## config.mk

```make
export PLATFORM = sky130hd
export DESIGN_NAME = sr_flag_arbiter
export DESIGN_NICKNAME = d
export VERILOG_FILES = /design/src/rtl/sr_arb_pkg.sv /design/src/rtl/rr_arbiter.sv /design/src/rtl/sr_flag_arbiter.sv
export SDC_FILE = /design/constraint.sdc
export NUM_CORES = 1
export LEC_CHECK = 0
export ABC_AREA = 1
export BUFFER_PORTS_ARGS = -buffer_cell sky130_fd_sc_hd__buf_2
export CAP_MARGIN = 20
export CORE_MARGIN = 1.5
export CORE_UTILIZATION = 35
export CTS_CLUSTER_SIZE = 14
export DETAILED_ROUTE_END_ITERATION = 16
export SYNTH_ARGS = -nofsm -noshare
export SYNTH_HDL_FRONTEND = slang
export SYNTH_HIERARCHICAL = 1
export SYNTH_SLANG_ARGS = --single-unit
```

## constraint.sdc

```tcl
create_clock -name clk -period 8.7 [get_ports clk]
set_clock_uncertainty 0.15 [all_clocks]
set_input_delay 0 -clock clk [delete_from_list [all_inputs] [get_ports clk]]
set_output_delay 0 -clock clk [all_outputs]
set_load 0.01 [all_outputs]
```

## src/rtl/sr_arb_pkg.sv

```systemverilog
// Shared definitions for the SR flag arbiter: the command encoding and the
// index-width helper.
package sr_arb_pkg;

  // A command is the requester's {s, r} pair.
  typedef enum logic [1:0] {
    CMD_HOLD = 2'b00,
    CMD_CLR  = 2'b01,
    CMD_SET  = 2'b10,
    CMD_ILL  = 2'b11
  } cmd_e;

  // Index width for n items; never below one bit so ports stay legal.
  function automatic int idx_width(input int n);
    return (n <= 2) ? 1 : $clog2(n);
  endfunction

endpackage

```

## src/rtl/rr_arbiter.sv

```systemverilog
// Round-robin arbiter: grants the first requester at or above ptr, wrapping
// to zero, and moves ptr just past the winner.
module rr_arbiter
  import sr_arb_pkg::*;
#(
  parameter  int NREQ  = 4,
  localparam int REQ_W = idx_width(NREQ)
) (
  input  logic             clk,
  input  logic             rst_n,
  input  logic [NREQ-1:0]  req,
  output logic [NREQ-1:0]  gnt,
  output logic [REQ_W-1:0] gnt_idx,
  output logic             gnt_any
);

  logic [REQ_W-1:0] ptr_q, ptr_d;
  logic [REQ_W:0]   cand;

  // NOTE: every output of a combinational block gets a default first, so no
  // path leaves it unassigned and no latch is inferred.
  always_comb begin
    gnt     = '0;
    gnt_idx = '0;
    gnt_any = 1'b0;
    cand    = '0;
    for (int i = 0; i < NREQ; i++) begin
      cand = {1'b0, ptr_q} + (REQ_W+1)'(i);
      if (cand >= (REQ_W+1)'(NREQ)) cand = cand - (REQ_W+1)'(NREQ);
      // Reset gates the grant asynchronously, not just via the pointer.
      if (!gnt_any && rst_n && req[cand[REQ_W-1:0]]) begin
        gnt_any                = 1'b1;
        gnt_idx                = cand[REQ_W-1:0];
        gnt[cand[REQ_W-1:0]]   = 1'b1;
      end
    end
  end

  always_comb begin
    ptr_d = ptr_q;
    if (gnt_any) begin
      ptr_d = (gnt_idx == REQ_W'(NREQ - 1)) ? '0 : gnt_idx + 1'b1;
    end
  end

  // NOTE: sequential state uses non-blocking assignments so every register
  // samples the pre-edge value of its inputs.
  always_ff @(posedge clk or negedge rst_n) begin
    if (!rst_n) ptr_q <= '0;
    else        ptr_q <= ptr_d;
  end

endmodule

```

## src/rtl/sr_flag_arbiter.sv

```systemverilog
// Bank of SR flags shared by several requesters; one round-robin-granted
// set/clear/hold command per cycle, with sticky capture of the first s=r=1.
module sr_flag_arbiter
  import sr_arb_pkg::*;
#(
  parameter  int NREQ  = 4,
  parameter  int NFLAG = 8,
  localparam int IDX_W = idx_width(NFLAG),
  localparam int REQ_W = idx_width(NREQ)
) (
  input  logic                  clk,
  input  logic                  rst,
  input  logic [NREQ-1:0]       req_valid,
  input  logic [NREQ-1:0]       req_s,
  input  logic [NREQ-1:0]       req_r,
  input  logic [NREQ*IDX_W-1:0] req_idx,
  output logic [NREQ-1:0]       gnt,
  output logic [NFLAG-1:0]      q,
  output logic [NFLAG-1:0]      qbar,
  output logic                  err,
  output logic [REQ_W-1:0]      err_req,
  output logic [IDX_W-1:0]      err_idx
);

  localparam int unsigned NFLAG_U = NFLAG;

  logic [REQ_W-1:0] gnt_idx;
  logic             gnt_any;
  cmd_e             sel_cmd;
  logic [IDX_W-1:0] sel_idx;
  logic             idx_ok;

  logic [NFLAG-1:0] q_q, q_d;
  logic             err_q, err_d;
  logic [REQ_W-1:0] err_req_q, err_req_d;
  logic [IDX_W-1:0] err_idx_q, err_idx_d;

  rr_arbiter #(.NREQ(NREQ)) u_arb (
    .clk     (clk),
    .rst_n   (rst),
    .req     (req_valid),
    .gnt     (gnt),
    .gnt_idx (gnt_idx),
    .gnt_any (gnt_any)
  );

  assign sel_cmd = cmd_e'({req_s[gnt_idx], req_r[gnt_idx]});
  assign sel_idx = req_idx[int'(gnt_idx)*IDX_W +: IDX_W];
  assign idx_ok  = ({{(32-IDX_W){1'b0}}, sel_idx} < NFLAG_U);

  // Unknown or out-of-range commands fall to the hold path, so X never
  // propagates into the bank.
  always_comb begin
    q_d       = q_q;
    err_d     = err_q;
    err_req_d = err_req_q;
    err_idx_d = err_idx_q;
    if (gnt_any && idx_ok) begin
      case (sel_cmd)
        CMD_SET: q_d[sel_idx] = 1'b1;
        CMD_CLR: q_d[sel_idx] = 1'b0;
        CMD_ILL: begin
          if (!err_q) begin
            err_d     = 1'b1;
            err_req_d = gnt_idx;
            err_idx_d = sel_idx;
          end
        end
        default: ;
      endcase
    end
  end

  always_ff @(posedge clk or negedge rst) begin
    if (!rst) begin
      q_q       <= '0;
      err_q     <= 1'b0;
      err_req_q <= '0;
      err_idx_q <= '0;
    end else begin
      q_q       <= q_d;
      err_q     <= err_d;
      err_req_q <= err_req_d;
      err_idx_q <= err_idx_d;
    end
  end

  assign q       = q_q;
  assign qbar    = ~q_q;
  assign err     = err_q;
  assign err_req = err_req_q;
  assign err_idx = err_idx_q;

endmodule

```

Yosys cells after proc, flatten, opt, wreduce, memory -nomap -nowiden
Index checks and enable logic that the tools add are counted.
{"block": "word_totals", "register_bits": 16, "in_bits": 26, "wordCells": 101}
{"block": "classes", "addsub": 8, "n_mul": 1, "order_cmp": 15, "eq_ne": 4, "shift": 1, "mux": 40, "bitwise_logic": 8, "n_reduce_logical": 19}
{"op": "2-bit 2-to-1 mux", "count": 9}
{"op": "4-bit 2-to-1 mux", "count": 4}
{"op": "8-bit NOT", "count": 2}
{"op": "8-bit one-hot mux with 2 select lines", "count": 1}
{"op": "2-bit by 3-bit less-than comparator with 1-bit output (second input constant)", "count": 5}
{"op": "1-bit 2-to-1 mux", "count": 15}
{"op": "1-bit binary-select mux with 2-bit select", "count": 6}
{"op": "1-bit logical AND", "count": 12}
{"op": "4-bit OR", "count": 3}
{"op": "12-bit by 5-bit variable part select with 3-bit output", "count": 1}
{"op": "3-bit >= comparator (second input constant)", "count": 3}
{"op": "8-bit AND", "count": 1}
{"op": "1-bit demux with 2-bit select", "count": 4}
{"op": "2-bit by 1-bit >= comparator with 1-bit output (second input constant)", "count": 4}
{"op": "8-bit OR", "count": 1}
{"op": "2-bit by 1-bit subtractor with 2-bit output (second input constant)", "count": 4}
{"op": "2-bit by 2-bit adder with 3-bit output (second input constant)", "count": 2}
{"op": "2-bit == test (second input constant)", "count": 3}
{"op": "3-bit by 4-bit less-than comparator with 1-bit output (second input constant)", "count": 1}
{"op": "2-bit by 2-bit multiplier with 4-bit output (second input constant)", "count": 1}
{"op": "2-bit AND reduction", "count": 2}
{"op": "2-bit by 1-bit adder with 3-bit output (second input constant)", "count": 1}
{"op": "1-bit demux with 3-bit select", "count": 1}
{"op": "2-bit by 3-bit >= comparator with 1-bit output (second input constant)", "count": 1}
{"op": "7 further kinds", "count": 9}

Logic depth before layout (Yosys ltp)
Gate-level depths: netlist of run 1.
{"block": "logic_depth", "depth_word": 27, "depth_mapped": 23, "ltp_nobuf": 22}

Cells and area by module
Netlist of run 1, hierarchy kept.
{"module": "sr_flag_arbiter", "instances": 1, "cells_each": 128, "area_per_inst_um2": 938.4, "seq_area_each_um2": 350.3}
{"module": "rr_arbiter", "instances": 1, "cells_each": 102, "area_per_inst_um2": 658.1, "seq_area_each_um2": 50.0}

Worst setup path before layout of run 1
Ideal clock, no wire load.
{"block": "synth_path", "path_kind": "flip-flop to flip-flop", "start": "register u_arb.ptr_q[1]", "end": "register with a tool-made name", "setup_time_ps": 117, "t_arrival_ps": 3104, "slack_ps": 5329, "path_stages_with_launch": 23, "path_buffers": 1, "period_less_slack_ps": 3371, "cell_sequence": "dfrtp_1 clkbuf_8 inv_1 ha_1 inv_1 nand3_2 nand2_2 nand4_4 clkinv_4 nand2_1 nand2_1 nand2_1 inv_4 a21oi_1 a32oi_1 inv_1 ha_1 nor2_1 inv_1 a21oi_4 nand2_1 nand2_1 nand2_1"}
{"item": "start: declaration", "line_no": "rr_arbiter.sv:17", "text": "logic [REQ_W-1:0] ptr_q, ptr_d;"}
{"item": "start signal: assignment", "line_no": "rr_arbiter.sv:50", "text": "else ptr_q <= ptr_d;"}

==> impl_results.md, run 1 <==
- Mapped Avg Cell Area: 6.94 um^2
- IO Port Bufs: 51
- Global-route usage over all layers: 14.7%
- Synth top area share: 25.1%
- NumNets Final: 320
- CP cell instances: inv_1, ha_1, inv_1, nand3_2, nand2_2, nand4_4, clkinv_4, nand2_1, nand2_1, nand2_1, inv_4, a21oi_1, a32oi_1, inv_1, ha_1, nor2_1, inv_1, a21oi_4, nand2_1, nand2_1, nand2_1
- Final wirelength: 3.48 mm
- Slew Limit Fails: 0
- Max incr delay on CP: 0.60 ns
- Overflow after GRT: 0
- Number of global-route vias before repair: 1403
- Mapped Area: roughly 0.0016 mm^2
- Core footprint: 0.00438 mm^2
- # DRC: 0
- Post-CTS sizing: 0
- Synth warn: 6
- Setup violators final: 0
- Crit-path max FO: 13
- Post-CTS setup buffer count: 0
- Final Hold Viols: 0
- Diode count: 0
- Post-CTS Hold Buffers: 1
- Crit path capture type: flop
- Count of cell types in the netlist: 29
- Starting density of the core: 36.4%
- Worst Hold Class: input pin to flop
- Dpl hpwl: 2.84 mm
- Post-synthesis mux area share: 0%
- Number of synthesized flops with an enable pin: 0
- Worst skew pair latency: 0.25 ns
- Crit Path Class: flop to flop
- Maximum vdd ir drop: 0.210 mV
- Antenna violations before repair: 0
- Post-synth net total: 266
- Rows: 24
- Rel. slew slack: 67.7%
- Crit share post-route: 44.9%
- Minimum clock period: 3.91 ns
- Most used DFF post-synth: dfrtp_1
- Fmax: 0.256 GHz
- Area used by multi-input combinational logic: about 0.0010 mm^2
- CTS tree: done
- Pin count of the biggest net entering global routing: 22
- PnR worst setup slack: 4.79 ns
- Routability cong.: 0.802
- Post-Synth Simple-Gate Area: between 40% and 50%
- Number of DRC markers in iteration 0: 71
- Die height: around 70 um
- Unrepaired setup endpoints after global routing: false
- Worst path top cell family by delay: simple AND/OR/NAND/NOR gates
- Post-Synth Adder-Cell Area: 7.84%
- Outcome: finished, final reports clean
- Pre-CTS worst setup slack: 4.79 ns
- Pwr dens: 464 mW/mm^2
- Fill cell count: between 400 and 500
- Die X: 70.5 um
- Clock slew at reported path FFs: approximately 0.070 ns
- First-pass GRT wire length: 6.15 mm
- DR pass1 iterations: 4
- Post-synthesis compound-gate area fraction: a little over a tenth
- Worst setup SP type: flop
- Crit path top cell by count: nand2_1
- Register Area: 400 um^2
- Critical-path top delay cell: dfrtp_1
- Root buf cell: clkbuf_8
- Area delta synth->final: 22.1%
- Clock sink count: 16
- Post-Synthesis Cells: 230
- Clock Path Buffers: 2
- Post-synthesis sequential area ratio: 25.1%
- Ranking of synthesized cells by area: dfrtp_1 25%, nand2_1 20%, ha_1 7.8%, inv_1 6.1%, nand3_1 6.0%
- Worst EP required: slightly below 9 ns
- Main combinational cell family by area after synthesis: simple AND/OR/NAND/NOR gates
- Top-Level Pins: 52
- Crit path buffers/inverters: 6
- Worst slew pin tran: 0.485 ns
- Post-DP Area: ~0.0019 mm^2
- FF+latch count, synth: 16
- Design Area, Final: between 0.0015 and 0.002 mm^2
- Lkg Pwr: 1.10 nW
- Arrival time worst endpoint: 3.90 ns
- ANT nets after route: 0
- Vias per cell: 4.61
- Vias: 1543
- Max-cap viol count: 0
- Fraction of registers with async set/reset: 100%
- Routed WL per cell: 10.4 um
- Die ar.: 0.00498 mm^2
- Ratio of cells with drive above 1 in the final layout: between 30% and 40%
- Leading area contributor after synthesis: dfrtp_1
- Post-Synth XOR/XNOR Area: 0%
- Setup tns final: 0 ns
- H-tree lvl count: 1
- Cts bufs inserted: 3
final cells by class:
type / instances / area share, %
well taps: 52 / 3.34
inverters: 34 / 7.12
repair buffers: 52 / 13.6
clock buffers: 4 / 2.82
flip-flops and latches: 16 / 20.5
multi-input cells: 177 / 52.6
cell usage in the layout (no fill, tap or decap):
cell type and instances:
inv_1 26, o21ai_1 4, nand4_1 2, nor2_4 3
inv_2 4, inv_4 2, o211ai_1 1, o22ai_1 1
nand3_1 19, nand4_4 1, a32oi_1 1, o21ai_2 2
nor2_8 1, nand2_1 86, nand3_2 9, a21oi_4 1
a21oi_1 5, nor2_1 6, dfrtp_1 16, nand2_2 8
dlygate4sd3_1 1, buf_2 51, clkinv_4 1, o21bai_4 1
clkbuf_8 4, nand2_4 5, o21ai_0 11, ha_1 10
clkinv_2 1
kinds of logic (layout without fill, tap and decap cells):
logic type	after synthesis	after routing
AOI/OAI and AO/OA	27	27
adders and majority gates	10	10
buffers and inverters	37	90
DFF	16	16
and+or+nand+nor	140	140
worst register-to-register path, cell delays in order (launching register included):
cell and delay [ns]:
dfrtp_1 0.60, inv_1 0.24, ha_1 0.39, inv_1 0.13
nand3_2 0.10, nand2_2 0.11, nand4_4 0.13, clkinv_4 0.12
nand2_1 0.05, nand2_1 0.10, nand2_1 0.22, inv_4 0.19
a21oi_1 0.06, a32oi_1 0.22, inv_1 0.07, ha_1 0.27
nor2_1 0.20, inv_1 0.10, a21oi_4 0.18, nand2_1 0.08
nand2_1 0.05, nand2_1 0.04
power by group:
| group | leakage, nW | switching [mW] | total (mW) | internal (mW) |
|---|---|---|---|---|
| registers | 0.201 | 0.0301 | 0.129 | 0.0991 |
| clock network | 0.0288 | 0.0263 | 0.0665 | 0.0401 |
| logic | 0.870 | 0.475 | 0.709 | 0.235 |
synth_stat cells, types with 2 or more instances:
cell	count
a21oi_1	5
dfrtp_1	16
ha_1	10
inv_1	26
inv_2	4
inv_4	2
nand2_1	86
nand2_2	8
nand2_4	5
nand3_1	19
nand3_2	9
nand4_1	2
nor2_1	6
nor2_4	3
o21ai_0	11
o21ai_1	4
o21ai_2	2
metrics by stage:
step / utilization (%) / power (mW) / instances / hold slack, ns
2_1_floorplan: - / 0.712 / 230 / -0.446
3_5_place_dp: 43.0 / 0.845 / 330 / -0.162
5_1_grt: 44.5 / 1.02 / 335 / 0.117
6_report: 44.5 / 0.905 / 335 / 0.0598
4_1_cts: 44.5 / 0.914 / 335 / 0.0613
3_3_place_gp: 43.0 / 0.838 / 330 / -0.164
final timing paths:
path | start | end | slack (ns) | cells past startpoint
max | u_arb/ptr_q[1]$_DFFE_PN0P_ | flop | 4.79 | 21
min | req_idx[6] | flop | 0.06 | 6
max reg2reg | u_arb/ptr_q[1]$_DFFE_PN0P_ | flop | 4.79 | 21
min reg2reg | err$_DFFE_PN0P_ | err$_DFFE_PN0P_ | 0.34 | 2
max in group asynchronous | rst | asynchronous set/reset pin | 7.97 | 2
min in group asynchronous | rst | asynchronous set/reset pin | 0.10 | 2
routing by layer:
metal | up-vias | global-route usage (%) | wire length [um]
li1 | 837 | - | -
met1 | 662 | 21.0 | 1780
met2 | 40 | 24.3 | 1500
met3 | 4 | 1.14 | 154
met4 | 0 | 3.77 | 43
met5 | - | 0 | 0
Power figures use the tool's default switching activity.
==> run 2, diff against run 1 <==
==> constraint.sdc (replaced) <==
create_clock -name clk -period 3.37 [get_ports clk]
set_clock_uncertainty 0.15 [all_clocks]
set_input_delay 0 -clock clk [delete_from_list [all_inputs] [get_ports clk]]
set_output_delay 0 -clock clk [all_outputs]
set_load 0.01 [all_outputs]
==> run 2 against run 1 <==
  * The flow now finishes with violations (hold timing)
  * Critical path depth stayed put
  * Routed wire length is 10% higher
  * Clock power grew to 2.6 times the previous value
  * Sequential cell count stayed put
  * Power grew to 2.9 times the previous value
  * Setup slack worse by 4.5 ns
  * Global-route usage is 1.0 points higher
  * Maximum frequency is 28% higher
  * Clock-buffer cell count stayed put
  * Non-clock buffer count is 11 higher
  * Via count is 4.5% higher
  * Combinational power grew to 3.0 times the previous value
==> impl_results.md, run 2 (same netlist as run 1, synthesis figures left out) <==
- Worst setup SP type: flop
- Slew Limit Fails: 0
- Placed Cells incl. Taps: 338
- Minimum clock period: roughly 3.1 ns
- PnR worst setup slack: 0.311 ns
- Max incr delay on CP: approximately 0.37 ns
- Antenna violations before repair: 0
- Dpl hpwl: ~3 mm
- Die ar.: ~0.005 mm^2
- DR pass1 iterations: 4
- Worst EP required: between 3 and 4 ns
- Setup violators final: 0
- Worst slew pin tran: around 0.39 ns
- Arrival time worst endpoint: 3.06 ns
- Most frequent cells in the layout: 84 x nand2_1, 51 x buf_2, 25 x inv_1, 19 x nand3_1, 16 x dfrtp_1
- Final Hold Viols: 2
- H-tree lvl count: 1
- Fmax: between 0.3 and 0.4 GHz
- Die height: about 71 um
- Root buf cell: clkbuf_8
- Design Area, Final: 0.00208 mm^2
- Cts bufs inserted: 3
- Outcome: finished, violations left
- Failing checks: hold timing
- Starting density of the core: between 30% and 40%
- Global-route usage over all layers: between 15 and 20%
- Final wirelength: 3.83 mm
- Clock slew at reported path FFs: 0.07 ns
- Vias: 1612
- Core footprint: between 0.004 and 0.005 mm^2
- Rows: 24
- Area delta synth->final: 30.0%
- Crit Path Class: flop to flop
- Vias per cell: 4.66
- # DRC: 0
- Clock sink count: 16
- Worst Hold Class: input pin to asynchronous set/reset pin
- Crit path capture type: flop
- First-pass GRT wire length: 6.46 mm
- NumNets Final: between 300 and 400
- Commonest non-fill, non-tap cell in the layout: nand2_1
- Worst skew pair latency: approximately 0.25 ns
- Max-cap viol count: 0
- Crit path buffers/inverters: 6
- Crit share post-route: 90.8%
- Maximum vdd ir drop: 0.678 mV
- Clock Path Buffers: 2
- Die X: 70.5 um
- Pwr dens: roughly 1300 mW/mm^2
- Lkg Pwr: 1.16 nW
- Critical-path top delay cell: dfrtp_1
- Post-DP Area: 0.00195 mm^2
- Crit path top cell by count: nand2_1
- Pre-CTS worst setup slack: 0.0817 ns
- CP cell instances: inv_1, ha_4, inv_2, nand3_2, nand2_2, nand4_4, clkinv_4, nand2_1, nand2_1, nand2_4, clkinv_4, a21oi_1, a32oi_2, inv_1, ha_1, nor2_4, inv_1, a21oi_4, nand2_1, nand2_1, nand2_1
- Diode count: 0
- Worst hold slack: -0.00628 ns
- IO Port Bufs: 51
- Worst path top cell family by delay: simple AND/OR/NAND/NOR gates
- Ratio of cells with drive above 1 in the final layout: 37.8%
- Top-Level Pins: 52
- Routability cong.: 0.845
- Number of global-route vias before repair: 1412
- Overflow after GRT: 0
- Routed WL per cell: 11.1 um
- Rel. slew slack: 74.2%
- CTS tree: done
- ANT nets after route: 0
- Number of DRC markers in iteration 0: 110
- Non-Filler Instances: 346
- Pin count of the biggest net entering global routing: 15
- Crit-path max FO: 9
[run 2: cell types whose count changed in the layout (fill, tap and decap cells not counted), sizes merged]
| cell | delta |
|---|---|
| inv | -1 |
| buf | +11 |
| clkinv | +1 |
[run 2: where the power goes]
group	leakage [nW]	switching, mW	internal, mW
clock network	0.0288	0.0704	0.104
logic	0.927	1.36	0.787
registers	0.201	0.0429	0.256
[run 2: stage by stage]
| step | total power, mW | TNS, ns | util (%) |
|---|---|---|---|
| finish | 2.62 | 0 | 47.3 |
| global route | 2.91 | -0.0300 | 47.3 |
| CTS | 2.46 | 0 | 45.9 |
| detailed placement | 2.28 | 0 | 44.4 |
| global placement | 2.28 | 0 | 44.4 |
| floorplan | 1.84 | 0 | - |
[run 2: final cells by class]
| cell class | instances | area, um^2 |
|---|---|---|
| fillers | 469 | 2310 |
| multi-input cells | 177 | 1060 |
| flip-flops and latches | 16 | 400 |
| repair buffers | 63 | 352 |
| inverters | 34 | 141 |
| well taps | 52 | 65.1 |
| clock buffers | 4 | 55.1 |
[run 2: what timing repair did]
action | in CTS | in global routing
endpoints found under the hold margin | 16 | 0
setup buffers | 0 | 3
endpoints found under the setup margin | 0 | 11
resized for setup | 0 | 9
hold buffers | 1 | 0
[run 2: worst paths after layout]
check,startpoint,endpoint,slack [ns],cells after the start
setup reg to reg,u_arb/ptr_q[1]$_DFFE_PN0P_,flop,0.31,21
hold / removal,rst,err_req[0]$_DFFE_PN0P_,-0.006,2
hold reg to reg,err$_DFFE_PN0P_,err$_DFFE_PN0P_,0.33,2
setup / recovery,u_arb/ptr_q[1]$_DFFE_PN0P_,flop,0.31,21
max in group asynchronous,rst,asynchronous set/reset pin,2.64,3
min in group clk,req_idx[6],flop,0.06,6
[run 2: metal layers]
layer	vias to the layer above	routed length (um)	track usage, %
li1	858	-	-
met1	699	1910	23.1
met2	53	1650	24.4
met3	2	251	2.56
met4	0	24	3.77
met5	-	0	0
[run 2: worst reg2reg max path: stages (launching register included)]
cell and delay [ns]:
dfrtp_1 0.37, inv_1 0.12, ha_4 0.23, inv_2 0.07
nand3_2 0.09, nand2_2 0.10, nand4_4 0.13, clkinv_4 0.11
nand2_1 0.05, nand2_1 0.14, nand2_4 0.10, clkinv_4 0.10
a21oi_1 0.06, a32oi_2 0.20, inv_1 0.06, ha_1 0.30
nor2_4 0.14, inv_1 0.07, a21oi_4 0.18, nand2_1 0.08
nand2_1 0.06, nand2_1 0.04
==> run 3, diff against run 2 <==
--- a/config.mk
+++ b/config.mk
@@ -12,6 +12,7 @@
 export CORE_UTILIZATION = 35
 export CTS_CLUSTER_SIZE = 14
 export DETAILED_ROUTE_END_ITERATION = 16
+export PLACE_DENSITY = 0.63
 export SYNTH_ARGS = -nofsm -noshare
 export SYNTH_HDL_FRONTEND = slang
 export SYNTH_HIERARCHICAL = 1
==> run 3 against run 2 <==
  * The run now ends clean
  * Core utilization decreased by 0.40 points
  * Sequential power about the same
  * Die area unchanged
  * First-iteration DRC count decreased by 15%
  * Largest power group unchanged
==> impl_results.md, run 3 (same netlist as run 1, synthesis figures left out) <==
- Root buf cell: clkbuf_8
- Worst slew pin tran: approximately 0.33 ns
- Worst Hold Class: input pin to asynchronous set/reset pin
- Switch share: 56.6%
- Comb power frac: 81.9%
- Starting density of the core: 36.4%
- Clock slew at reported path FFs: approximately 0.060 ns
- Commonest non-fill, non-tap cell in the layout: nand2_1
- Reg2Reg Depth: 22
- H-tree lvl count: 1
- Crit path top cell by count: nand2_1
- Clock Path Buffers: 2
- Fmax: 0.323 GHz
- Clk pwr share: about 6.7%
- Ratio of cells with drive above 1 in the final layout: 37.5%
- Antenna violations before repair: 0
- Arrival time worst endpoint: 3.09 ns
- Number of global-route vias before repair: 1495
- Design Area, Final: 0.00206 mm^2
- Final Hold Viols: 0
- Dpl hpwl: 3.07 mm
- Max-cap viol count: 0
- First-pass GRT wire length: 6.51 mm
- Area delta synth->final: 28.9%
- Minimum clock period: roughly 3.1 ns
- Overflow after GRT: 0
- Max incr delay on CP: 0.40 ns
- Pin count of the biggest net entering global routing: 14
- Worst skew pair latency: between 0.2 and 0.3 ns
- P_sw: 1.46 mW
- Unrepaired setup endpoints after global routing: false
- Most frequent cells in the layout: 84 x nand2_1, 51 x buf_2, 25 x inv_1, 19 x nand3_1, 16 x dfrtp_1
- CTS tree: done
- Outcome: finished, final reports clean
- IO Port Bufs: 51
- Lkg Pwr: 1.15 nW
- Rows: 24
- Die height: approximately 71 um
- ANT nets after route: 0
- Crit-path max FO: 11
- Clock sink count: 16
- P_int: 1.13 mW
- Die ar.: 0.00498 mm^2
- Diode count: 0
- Crit path capture type: flop
- Number of DRC markers in iteration 0: 94
- Core footprint: 0.00438 mm^2
- DR pass1 iterations: 6
- Cts bufs inserted: 3
- Global-route usage over all layers: 15.8%
- Rel. slew slack: between 70% and 80%
- Setup tns final: 0 ns
- Die X: 70.5 um
- Sequential fraction of design power: between 10 and 15%
- Maximum vdd ir drop: about 0.65 mV
- Worst EP required: 3.36 ns
- Post-DP Area: 0.00195 mm^2
- Vias per cell: 4.62
- Vias: between 1500 and 2000
- # DRC: 0
- Crit share post-route: 91.9%
- Routability cong.: 0.841
- Final wirelength: 3.76 mm
- Pwr dens: approximately 1300 mW/mm^2
- Slew Limit Fails: 0
- Crit Path Class: flop to flop
- Routed WL per cell: 10.9 um
- Critical-path top delay cell: dfrtp_1
- CP cell instances: inv_4, buf_4, nand2_1, nand2_1, nand2_1, nand2_1, nand4_4, clkinv_4, nand2_1, nand2_1, nand2_2, inv_4, a21oi_1, a32oi_1, inv_1, ha_1, nor2_4, inv_1, a21oi_4, nand2_1, nand2_1, nand2_1
- Setup violators final: 0
- Worst setup SP type: flop
- Top-Level Pins: 52
- NumNets Final: 330
==> run 3: final timing paths <==
| check | to | slack, ns |
|---|---|---|
| worst max-delay path | flop | 0.27 |
| worst min-delay path | err_req[0]$_DFFE_PN0P_ | 0.02 |
| worst max register to register | flop | 0.27 |
| worst min register to register | err$_DFFE_PN0P_ | 0.33 |
| max in group asynchronous | u_arb/ptr_q[1]$_DFFE_PN0P_ | 2.62 |
| min in group clk | flop | 0.06 |
==> run 3: timing repair <==
item,CTS,global route
endpoints found under the hold margin,16,0
endpoints found under the setup margin,0,8
hold buffers,1,0
gates resized for setup,0,7
setup buffers,0,1
==> run 3: metrics by stage <==
stage / util [%] / std cells / hold slack (ns) / total power, mW / setup slack [ns]
2_1_floorplan: - / 230 / -0.446 / 1.84 / 0.0782
6_report: 46.9 / 345 / 0.0213 / 2.59 / 0.271
3_3_place_gp: 44.6 / 339 / -0.290 / 2.28 / 0.218
5_1_grt: 46.9 / 345 / 0.0181 / 2.88 / 0.0196
3_5_place_dp: 44.6 / 339 / -0.284 / 2.30 / 0.114
4_1_cts: 46.1 / 344 / 0.0153 / 2.48 / 0.0883
==> run 3: power groups by stage <==
stage / clock network (mW) / logic [mW] / registers (mW)
after detailed placement: 0 / 2.00 / 0.303
after global placement: 0 / 1.98 / 0.302
after floorplan: 0 / 1.51 / 0.336
after CTS: 0.176 / 2.01 / 0.300
after global routing: 0.185 / 2.38 / 0.309
final: 0.172 / 2.12 / 0.298
==> run 3: cell type report <==
class / instances / area (um^2)
inverters: 34 / 141
multi-input cells: 177 / 1060
well taps: 52 / 65.1
repair buffers: 62 / 340
clock buffers: 4 / 55.1
flip-flops and latches: 16 / 400
fillers: 450 / 2330
==> run 3: per-layer routing <==
layer | routed length [um] | global-route usage [%] | share of wire [%]
met2 | 1690 | 26.8 | 45
met1 | 1870 | 21.5 | 50
met5 | 0 | 0 | 0
met4 | 40 | 3.77 | 1.1
met3 | 165 | 1.99 | 4.4
==> run 3: critical path: cells and delay by family (launching register included) <==
| family | cells | cell delay (ns) |
|---|---|---|
| and+or+nand+nor | 12 | 1.03 |
| buffers and inverters | 6 | 0.65 |
| DFF | 1 | 0.40 |
| adders and majority gates | 1 | 0.30 |
| AOI/OAI and AO/OA | 3 | 0.44 |
